### config.mk
export PLATFORM = sky130hd
export DESIGN_NAME = datapath_arbiter
export DESIGN_NICKNAME = d
export VERILOG_FILES = /design/src/rtl/datapath_arbiter.sv
export SDC_FILE = /design/constraint.sdc
export NUM_CORES = 1
export LEC_CHECK = 0
export CAP_MARGIN = 10
export CORE_ASPECT_RATIO = 0.7
export CORE_MARGIN = 2
export CORE_UTILIZATION = 34
export CTS_BUF_LIST = sky130_fd_sc_hd__clkbuf_8
export CTS_CLUSTER_DIAMETER = 200
export CTS_CLUSTER_SIZE = 16
export DETAILED_ROUTE_END_ITERATION = 10
export PLACE_DENSITY = 0.7
export RECOVER_POWER = 25
export REMOVE_ABC_BUFFERS = 1
export SLEW_MARGIN = 20
export SYNTH_ARGS = -nofsm -noshare
export SYNTH_HDL_FRONTEND = slang
export SYNTH_SLANG_ARGS = --single-unit
### constraint.sdc
create_clock -name clk_i -period 3.45 [get_ports clk_i]
set_input_delay 0.5175 -clock clk_i [delete_from_list [all_inputs] [get_ports clk_i]]
set_output_delay 0.5175 -clock clk_i [all_outputs]
set_load 0.005 [all_outputs]
### src/rtl/datapath_arbiter.sv
// datapath_arbiter: round-robin arbiter sharing one fixed-latency datapath among several requesters
module datapath_arbiter #(
    parameter int WIDTH         = 8,
    parameter int NR_REQUESTERS = 4,
    parameter int DP_LATENCY    = 1
) (
    input  logic                           clk_i,
    input  logic                           rst_i,
    input  logic [NR_REQUESTERS-1:0]       req_valid_i,
    input  logic [NR_REQUESTERS*WIDTH-1:0] req_data_i,
    output logic [NR_REQUESTERS-1:0]       req_ready_o,
    output logic [WIDTH-1:0]               dp_data_o,
    input  logic [WIDTH-1:0]               dp_data_i,
    output logic [NR_REQUESTERS-1:0]       rsp_valid_o,
    output logic [WIDTH-1:0]               rsp_data_o,
    output logic                           busy_o
);
    localparam int IW = $clog2(NR_REQUESTERS);
    localparam int CW = $clog2(DP_LATENCY + 1);
    localparam logic [NR_REQUESTERS-1:0] ONE = NR_REQUESTERS'(1);

    if (WIDTH == 0 || NR_REQUESTERS < 2 || DP_LATENCY == 0) begin : g_bad_params
        $error("datapath_arbiter: illegal parameters");
    end

    typedef enum logic [1:0] {IDLE, WAIT, RESPOND} state_t;

    state_t        state, state_nx;
    logic [IW-1:0] rr_ptr, g_q, g, ix;
    logic [CW-1:0] cnt;
    logic          hit;

    // first requesting index at or above rr_ptr, wrapping; lower offsets win by being assigned last
    always_comb begin
        g   = '0;
        hit = 1'b0;
        ix  = '0;
        for (int i = NR_REQUESTERS - 1; i >= 0; i--) begin
            ix = IW'((int'(rr_ptr) + i) % NR_REQUESTERS);
            if (req_valid_i[ix]) begin
                g   = ix;
                hit = 1'b1;
            end
        end
    end

    // next state and decoded outputs; reset forces state to IDLE so only ready needs gating
    always_comb begin
        state_nx    = (state == IDLE) ? (hit ? WAIT : IDLE) :
                      (state == WAIT) ? ((cnt == CW'(1)) ? RESPOND : WAIT) : IDLE;
        req_ready_o = (state == IDLE && hit && !rst_i) ? ONE << g : '0;
        rsp_valid_o = (state == RESPOND) ? ONE << g_q : '0;
        busy_o      = (state != IDLE);
    end

    // state, grant capture, latency countdown and data registers
    always_ff @(posedge clk_i or posedge rst_i) begin
        if (rst_i) begin
            state      <= IDLE;
            rr_ptr     <= '0;
            g_q        <= '0;
            cnt        <= '0;
            dp_data_o  <= '0;
            rsp_data_o <= '0;
        end else begin
            state <= state_nx;
            if (state == IDLE && hit) begin
                dp_data_o <= req_data_i[g*WIDTH +: WIDTH];
                g_q       <= g;
                cnt       <= CW'(DP_LATENCY);
            end else begin
                cnt <= (cnt == '0) ? '0 : cnt - CW'(1);
            end
            if (state == WAIT && cnt == CW'(1))
                rsp_data_o <= dp_data_i;
            if (state == RESPOND)
                rr_ptr <= (g_q == IW'(NR_REQUESTERS - 1)) ? '0 : g_q + IW'(1);
        end
    end
endmodule

==> results of run 1 <==
==> worst register-to-register path, stage by stage (launching register included) <==
cell      delay (ps)
dfrtp_1          490
mux2i_1          170
nor2_2           350
a311o_4          200
buf_4            290
mux2i_1          320
a211oi_2         100
==> synth_stat cells (all sizes together) <==
| cell | count | area share [%] |
|---|---|---|
| nand2 | 33 | 8.7 |
| dfrtp | 23 | 40 |
| a211oi | 17 | 15 |
| nor2 | 11 | 3.1 |
| mux2i | 10 | 7.0 |
| nor3 | 9 | 3.2 |
| and2 | 5 | 2.2 |
| buf | 5 | 3.5 |
| inv | 5 | 1.3 |
| ha | 4 | 3.5 |
| a21oi | 3 | 1.8 |
| nand3b | 2 | 1.1 |
| nor2b | 2 | 1.4 |
| nor3b | 2 | 1.1 |
| o21ai | 2 | 0.70 |
| a311o | 1 | 1.4 |
| and3 | 1 | 0.44 |
| clkbuf | 1 | 0.26 |
| clkinv | 1 | 0.26 |
| mux2 | 1 | 0.79 |
| nand2b | 1 | 0.44 |
| o21a | 1 | 0.53 |
| o221ai | 1 | 1.1 |
| o22ai | 1 | 0.44 |
| or2 | 1 | 0.44 |
| or4 | 1 | 0.53 |
==> flip-flops by register name, summed over array words and instances, names as in the netlist <==
signal      flops
rsp_data_o      8
cnt             1
g_q             2
rr_ptr          2
dp_data_o       8
state           2
==> through the flow <==
stage | total power [uW] | cell area (um2) | hold slack (ps) | std cells
finish | 1490 | 2220 | 461 | 269
floorplan | 942 | 1370 | 424 | 138
global route | 1620 | 2220 | 489 | 269
CTS | 1510 | 2220 | 466 | 269
detailed placement | 1340 | 2180 | 455 | 265
global placement | 1330 | 2180 | 449 | 265
==> final timing paths <==
check / startpoint / to / slack [ps]
worst max-delay path: req_valid_i[0] / req_ready_o[0] / 340
worst min-delay path: cnt$_DFF_PP0_ / state[0]$_DFF_PP0_ / 460
worst max register to register: rr_ptr[1]$_DFFE_PP0P_ / dp_data_o[1]$_DFFE_PP0P_ / 1410
worst min register to register: cnt$_DFF_PP0_ / state[0]$_DFF_PP0_ / 460
max in group asynchronous: rst_i / rr_ptr[1]$_DFFE_PP0P_ / 1530
min in group asynchronous: rst_i / dp_data_o[4]$_DFFE_PP0P_ / 1190
==> area by class of cell <==
type / count / area, um2 / share of cell area [%]
Clock inverter: 1 / 5.00 / 0.226
Multi-Input combinational cell: 109 / 774 / 34.9
Inverter: 6 / 22.5 / 1.02
Clock buffer: 3 / 41.3 / 1.86
Tap cell: 52 / 65.1 / 2.93
Sequential cell: 23 / 576 / 25.9
Timing Repair Buffer: 75 / 734 / 33.1
==> where the power goes <==
| part | internal [uW] | total (uW) | switching [uW] |
|---|---|---|---|
| sequential | 405 | 500 | 95.0 |
| clock | 80.6 | 168 | 87.9 |
| combinational | 442 | 820 | 378 |
| total | 927 | 1490 | 561 |
==> metal layers <==
metal	vias up	GRT usage, %	wire length (um)	part of all wire (%)
met5	-	0	0	0
met4	0	2.91	14	0.40
met3	2	4.67	235	6.7
met2	44	24.5	1480	42
met1	610	23.2	1780	51
li1	648	-	-	-
==> kinds of logic (layout without fill, tap and decap cells) <==
logic type	count (synthesis)	count (layout)	share of synthesized area [%]
fa+ha+maj	4	4	3.51
simple gates	68	68	22.5
flops	23	23	40.4
buf+inv	12	85	5.35
mux	11	11	7.81
compound gates	26	26	20.5
==> run_results.csv, run 1 <==
group,metric,value,unit
drt,routedWlPerCell,13.0,um
final_layout,drive_above_1_share,13.8,%
floorplan,die_y,58.2,um
global_routing,overflow,0,
placement,dpl.hpwl,2700,um
worst_setup_path,crit_type,"in2out",
synth,yosysWarnings,0,
worst_setup_path,cp_cell_sequence,"clkdlybuf4s50_1 -> or4_1 -> nor2b_4 -> and2_1 -> and3_1 -> clkdlybuf4s50_1",
synth,synthCells,144,
placement,place.gp.congestion,0.762,
floorplan,start_util,35.9,%
floorplan,core-area,0.00397,mm2
global_routing,grt_pass1_wl,5850,um
clock_tree,clkSlewWorstSetupHoldPaths,80,ps
placement,dp_slack,356,ps
global_routing,antenna_found_initial,0,
timing,setup_viol,0,
floorplan,ios,71,
timing,rsz0062_at_grt,"no",
worst_setup_path,endpoint_kind,"output port",
drt,avgViaCountPerCell,4.85,
synth,avgSynthCellArea,9.91,um2
worst_setup_path,cp_max_fo,13,
drt,vias,1304,
clock_tree,cts_tree,"yes",
run,maxCapViolCount,0,
power,irDropWorstVdd,0.328,mV
worst_setup_path,cpLargestDelayFamily,"simple AND/OR/NAND/NOR gates",
final_layout,nets,268,
floorplan,die_x,81.4,um
hold_path,hp-class,"reg2reg",
drt,drt_wl_total,3510,um
final_layout,diodes,0,
power,power_density,671,mW/mm2
global_routing,grt_max_degree,24,
timing,clock_skew,2.40,ps
drt,drt_iter0_drc,27,
clock_tree,cts_htree_levels,1,
final_layout,syn_to_final_growth,55.5,%
worst_setup_path,critPathRequiredTime,2930,ps
outcome,status,"complete, no violations",
floorplan,die-area,0.00474,mm2
worst_setup_path,crit_slowest_cell,"or4_1",
hold_path,holdPathStages,1,
clock_tree,cts.sinks,23,
timing,layout_setup_ws,342,ps
placement,port_buffers,70,
clock_tree,cts_setup_buffers,0,
timing,post-route-period-util,90.1,%
clock_tree,cts_hold_buf,0,
clock_tree,clockBufferDepth,2,
worst_setup_path,critical_path_buf_inv_count,2,
clock_tree,cts-root-buf,"clkbuf_8",
timing,layout_min_cycle_time,3110,ps
clock_tree,clkLatencyLatePin,260,ps
clock_tree,cts_made_buffers,3,
global_routing,first_global_vias,1286,
synth,yosysUniqueCellTypes,32,
worst_setup_path,arrival,2590,ps
final_layout,fillers,364,
drt,final_antenna_net_count,0,
synth,synth-seq-cells,23,
timing,tns,0,ps
power,p_leak,0.000942,uW
timing,slew_headroom,17.7,%
timing,tightest_slew,1240,ps
final_layout,layout_commonest_cell,"clkdlybuf4s50_1",
global_routing,grtUsageTotal,16.1,%
drt,drtPass1Iterations,4,
worst_setup_path,cp_common_cell,"clkdlybuf4s50_1",
drt,drc,0,
worst_setup_path,path_depth,6,
worst_setup_path,r2r_cells,6,
timing,slew_violations,0,
synth,syn-cell-area,0.00143,mm2
clock_tree,cts-resized-gates,0,
timing,hold_violations,0,
worst_setup_path,critPathLaunchType,"primary input",
final_layout,final_core_util,55.9,%
synth,yosysSeqAreaShare,40.4,%
worst_setup_path,slowest_delay,570,ps
floorplan,num_rows,19,
timing,max_freq,0.322,GHz
final_layout,final_cell_mix,"69 x clkdlybuf4s50_1, 33 x nand2_1, 23 x dfrtp_1",
(Power assumes the default switching activity.)
==> inputs of run 2 (changes only) <==
Settings changed: CORE_MARGIN 2 to not set.
==> run_results.csv, run 2 (synthesis gave the netlist of run 1 again) <==
group,metric,value,unit
outcome,status,"complete, no violations",
floorplan,num_rows,19,
global_routing,grt_pass1_wl,5870,um
worst_setup_path,critPathLaunchType,"primary input",
timing,post-route-period-util,90.2,%
final_layout,layout_commonest_cell,"clkdlybuf4s50_1",
worst_setup_path,cp-endpoint,"req_ready_o[1]",
floorplan,ios,71,
final_layout,nets,267,
final_layout,drive_above_1_share,13.4,%
run,maxCapViolCount,0,
power,power_density,675,mW/mm2
worst_setup_path,cpLargestDelayFamily,"buffers and inverters",
global_routing,first_global_vias,1300,
placement,dpl.hpwl,2690,um
drt,routedWlPerCell,13.0,um
drt,drt_wl_total,3480,um
worst_setup_path,crit_type,"in2out",
clock_tree,cts-root-buf,"clkbuf_8",
timing,layout_min_cycle_time,3110,ps
clock_tree,cts_htree_levels,1,
drt,avgViaCountPerCell,4.84,
drt,final_antenna_net_count,0,
timing,tns,0,ps
timing,clock_skew,5.00,ps
timing,slew_violations,0,
clock_tree,cts-resized-gates,0,
worst_setup_path,worstReg2RegEnd,"dp_data_o[0]$_DFFE_PP0P_",
clock_tree,clockBufferDepth,2,
clock_tree,clkSlewWorstSetupHoldPaths,80,ps
worst_setup_path,critPathRequiredTime,2930,ps
global_routing,antenna_found_initial,0,
final_layout,diodes,0,
worst_setup_path,cp_common_cell,"clkdlybuf4s50_1",
clock_tree,cts_setup_buffers,0,
timing,tightest_slew,1210,ps
floorplan,die-area,0.00446,mm2
floorplan,die_y,56.2,um
final_layout,final_cell_mix,"69 x clkdlybuf4s50_1, 33 x nand2_1, 23 x dfrtp_1",
placement,place.gp.congestion,0.821,
timing,slew_headroom,19.6,%
global_routing,grtUsageTotal,17.0,%
clock_tree,cts.sinks,23,
drt,drc,0,
hold_path,holdPathStages,1,
placement,postPlaceCellArea,0.00217,mm2
hold_path,hp-class,"reg2reg",
worst_setup_path,path_depth,6,
final_layout,final_area,0.00221,mm2
final_layout,top_regs,"dp_data_o: 8 flops, rsp_data_o: 8 flops",
worst_setup_path,endpoint_kind,"output port",
floorplan,die_x,79.4,um
drt,vias,1297,
drt,drt_iter0_drc,138,
timing,rsz0062_at_grt,"no",
final_layout,syn_to_final_growth,55.0,%
global_routing,overflow,0,
floorplan,start_util,35.9,%
timing,hold_violations,0,
power,p_leak,0.000937,uW
drt,drtPass1Iterations,4,
worst_setup_path,crit_slowest_cell,"clkdlybuf4s50_1",
worst_setup_path,slowest_delay,620,ps
worst_setup_path,arrival,2590,ps
placement,port_buffers,70,
global_routing,grt_max_degree,24,
worst_setup_path,reg2reg_from,"rr_ptr[1]$_DFFE_PP0P_",
worst_setup_path,cp_max_fo,13,
floorplan,core-area,0.00397,mm2
timing,setup_viol,0,
timing,max_freq,0.321,GHz
clock_tree,clkLatencyLatePin,260,ps
clock_tree,cts_hold_buf,0,
power,irDropWorstVdd,0.326,mV
worst_setup_path,critical_path_buf_inv_count,2,
clock_tree,cts_tree,"yes",
worst_setup_path,cp_cell_sequence,"clkdlybuf4s50_1 -> or4_1 -> nor2b_4 -> and2_1 -> nor3b_1 -> clkdlybuf4s50_1",
worst_setup_path,worst-r2r-setup-slack,1370,ps
clock_tree,cts_made_buffers,3,
worst_setup_path,r2r_cells,6,
worst_setup_path,crit_start,"req_valid_i[3]",
==> run 2: power breakdown <==
group	switching [uW]	total [uW]	internal (uW)
combinational	390	833	443
sequential	92.1	497	405
clock	82.3	163	80.5
==> run 2: stage by stage <==
step | hold slack [ps] | util [%] | setup WS [ps] | power (uW) | instances
after global routing | 480 | 55.7 | 244 | 1610 | 268
after detailed placement | 444 | 54.6 | 350 | 1340 | 264
final | 454 | 55.7 | 339 | 1490 | 268
after CTS | 456 | 55.8 | 343 | 1510 | 268
after floorplan | 424 | - | 1200 | 942 | 138
after global placement | 439 | 54.6 | 354 | 1340 | 264
==> run 2: area by class of cell <==
type,instances,area (um2)
Sequential cell,23,576
Inverter,6,22.5
Timing Repair Buffer,74,727
Tap cell,52,65.1
Fill cell,357,1760
Multi-Input combinational cell,109,774
Clock buffer,3,41.3
Clock inverter,1,5.00
==> run 2: worst min-delay path by stage <==
| stage | from | end | slack [ps] |
|---|---|---|---|
| 5_1_grt | cnt$_DFF_PP0_ | state[0]$_DFF_PP0_ | 480 |
| 2_1_floorplan | state[1]$_DFF_PP0_ | state[0]$_DFF_PP0_ | 420 |
| 3_5_place_dp | cnt$_DFF_PP0_ | state[0]$_DFF_PP0_ | 440 |
| 4_1_cts | cnt$_DFF_PP0_ | state[0]$_DFF_PP0_ | 460 |
| 3_3_place_gp | cnt$_DFF_PP0_ | state[0]$_DFF_PP0_ | 440 |
| 6_report | cnt$_DFF_PP0_ | state[0]$_DFF_PP0_ | 450 |
==> run 2: metal layers <==
layer / GRT usage (%) / wire (um) / part of all wire [%] / up-vias
met3: 5.08 / 236 / 6.8 / 4
met5: 0 / 0 / 0 / -
met2: 24.8 / 1460 / 42 / 40
met1: 24.6 / 1770 / 51 / 609
met4: 3.64 / 21 / 0.60 / 0
li1: - / - / - / 644
==> run 2: worst reg2reg max path, delay by kind of cell, from the launching register on <==
| family | cells | cell delay [ps] |
|---|---|---|
| AND/OR/NAND/NOR | 1 | 230 |
| multiplexers | 1 | 310 |
| buffers and inverters | 1 | 260 |
| flip-flops | 1 | 490 |
| AO/OA/AOI/OAI | 3 | 680 |
==> inputs of run 3 (changes only) <==
--- a/config.mk
+++ b/config.mk
@@ -9,3 +9,3 @@
 export CORE_ASPECT_RATIO = 0.7
-export CORE_UTILIZATION = 34
+export CORE_UTILIZATION = 45
 export CTS_BUF_LIST = sky130_fd_sc_hd__clkbuf_8
@@ -14,3 +14,3 @@
 export DETAILED_ROUTE_END_ITERATION = 10
-export PLACE_DENSITY = 0.7
+export PLACE_DENSITY = 0.88
 export RECOVER_POWER = 25
==> constraint.sdc (replaced) <==
create_clock -name clk_i -period 3.45 [get_ports clk_i]
set_input_delay 0.8625 -clock clk_i [delete_from_list [all_inputs] [get_ports clk_i]]
set_output_delay 0.8625 -clock clk_i [all_outputs]
set_load 0.005 [all_outputs]
==> run_results.csv, run 3 (synthesis gave the netlist of run 1 again) <==
group,metric,value,unit
outcome,status,"complete, no violations",
clock_tree,clkSlewWorstSetupHoldPaths,80,ps
drt,highest_layer,"met4",
floorplan,core-area,0.00290,mm2
power,total_power,1610,uW
global_routing,grtUsageTotal,29.0,%
clock_tree,cts.sinks,23,
final_layout,nets,279,
hold_path,hp-class,"reg2reg",
worst_setup_path,arrival,2540,ps
power,p_leak,0.00105,uW
clock_tree,clockBufferDepth,2,
power,power_density,695,mW/mm2
timing,post-route-period-util,98.6,%
drt,final_antenna_net_count,0,
floorplan,num_rows,16,
timing,layout_min_cycle_time,3400,ps
worst_setup_path,crit_type,"in2out",
timing,max_freq,0.294,GHz
drt,vias,1444,
final_layout,regArea,576,um2
final_layout,syn_to_final_growth,62.7,%
final_layout,drive_above_1_share,20.2,%
floorplan,die_x,69.3,um
clock_tree,cts_tree,"yes",
drt,routedWlPerCell,18.1,um
final_layout,diodes,0,
placement,dpl.hpwl,3690,um
timing,clock_skew,4.82,ps
final_layout,layout_commonest_cell,"clkdlybuf4s50_1",
floorplan,die_y,49.1,um
run,maxCapViolCount,0,
timing,fin_hold_ws,477,ps
final_layout,fillers,172,
placement,dp_slack,-343,ps
drt,drt_wl_total,4780,um
clock_tree,cts-root-buf,"clkbuf_8",
clock_tree,cts_htree_levels,1,
timing,tightest_slew,1280,ps
drt,avgViaCountPerCell,5.47,
timing,layout_setup_ws,48.7,ps
placement,place_inst,259,
global_routing,grt_pass1_wl,7560,um
drt,drtPass1Iterations,5,
worst_setup_path,endpoint_kind,"output port",
final_layout,multiInputGateArea,813,um2
clock_tree,cts_made_buffers,3,
floorplan,start_util,49.1,%
global_routing,overflow,0,
timing,slew_headroom,14.8,%
drt,met2WireLength,2450,um
timing,slew_violations,0,
clock_tree,cts_hold_buf,0,
drt,wl_met3,269,um
floorplan,ios,71,
final_layout,top_regs,"dp_data_o: 8 flops, rsp_data_o: 8 flops",
final_layout,final_cells,264,
global_routing,first_global_vias,1581,
drt,drt_iter0_drc,63,
worst_setup_path,critPathRequiredTime,2590,ps
power,irDropWorstVdd,0.484,mV
timing,rsz0062_at_grt,"no",
floorplan,die-area,0.00340,mm2
timing,hold_violations,0,
worst_setup_path,critPathLaunchType,"primary input",
placement,port_buffers,70,
global_routing,antenna_found_initial,0,
final_layout,final_cell_mix,"62 x clkdlybuf4s50_1, 33 x nand2_1, 23 x dfrtp_1",
global_routing,grt_max_degree,24,
timing,setup_viol,0,
clock_tree,clkLatencyLatePin,270,ps
drt,drc,0,
worst_setup_path,cp_max_fo,4,
placement,place.gp.congestion,0.852,
drt,met1_length,1890,um
==> run 3: what timing repair did <==
action,in CTS,in global routing
cloned,0,0
hold endpoints to repair,0,0
pin swaps,1,0
resized for setup,11,4
endpoints found under the setup margin,4,4
buffers inserted,1,0
==> run 3: final timing paths <==
path | startpoint | to | slack [ps] | cells after the start
worst max-delay path | req_valid_i[2] | req_ready_o[0] | 50 | 6
worst min-delay path | cnt$_DFF_PP0_ | state[0]$_DFF_PP0_ | 480 | 1
worst max register to register | rr_ptr[1]$_DFFE_PP0P_ | dp_data_o[5]$_DFFE_PP0P_ | 1360 | 6
worst min register to register | cnt$_DFF_PP0_ | state[0]$_DFF_PP0_ | 480 | 1
max in group asynchronous | rst_i | dp_data_o[5]$_DFFE_PP0P_ | 1080 | 3
min in group asynchronous | rst_i | dp_data_o[6]$_DFFE_PP0P_ | 1600 | 3
==> run 3: final cells by class <==
cell class	instances	share of cell area, %
clock buffer	3	1.78
timing repair buffer	86	35.3
clock inverter	1	0.162
multi-input combinational	109	35.0
sequential	23	24.8
tap	36	1.94
inverter	6	0.970
==> run 3: power by group <==
part,internal [uW],leakage [uW],total [uW],switching [uW]
logic,495,0.000750,933,438
clock network,79.6,0.0000269,167,87.9
registers,404,0.000272,511,107
total,979,0.00105,1610,633
==> run 3: stage by stage <==
stage,utilization (%),setup TNS [ps],instance area (um2)
global placement,76.9,-865,2230
floorplan,-,0,1370
detailed placement,76.9,-1220,2230
global route,80.0,0,2320
finish,80.0,0,2320
CTS,79.4,0,2300
==> run 3: worst max-delay path, cell delays in order <==
cell             delay (ps)
clkdlybuf4s50_1         470
or4_4                   440
nor2b_4                 150
and2_4                  150
and3_1                  190
dlygate4sd2_1           270
==> run 3: routing by layer <==
| layer | GRT usage (%) | up-vias |
|---|---|---|
| li1 | - | 672 |
| met1 | 33.2 | 697 |
| met4 | 12.2 | 0 |
| met5 | 0 | - |
| met3 | 8.06 | 16 |
| met2 | 51.1 | 59 |
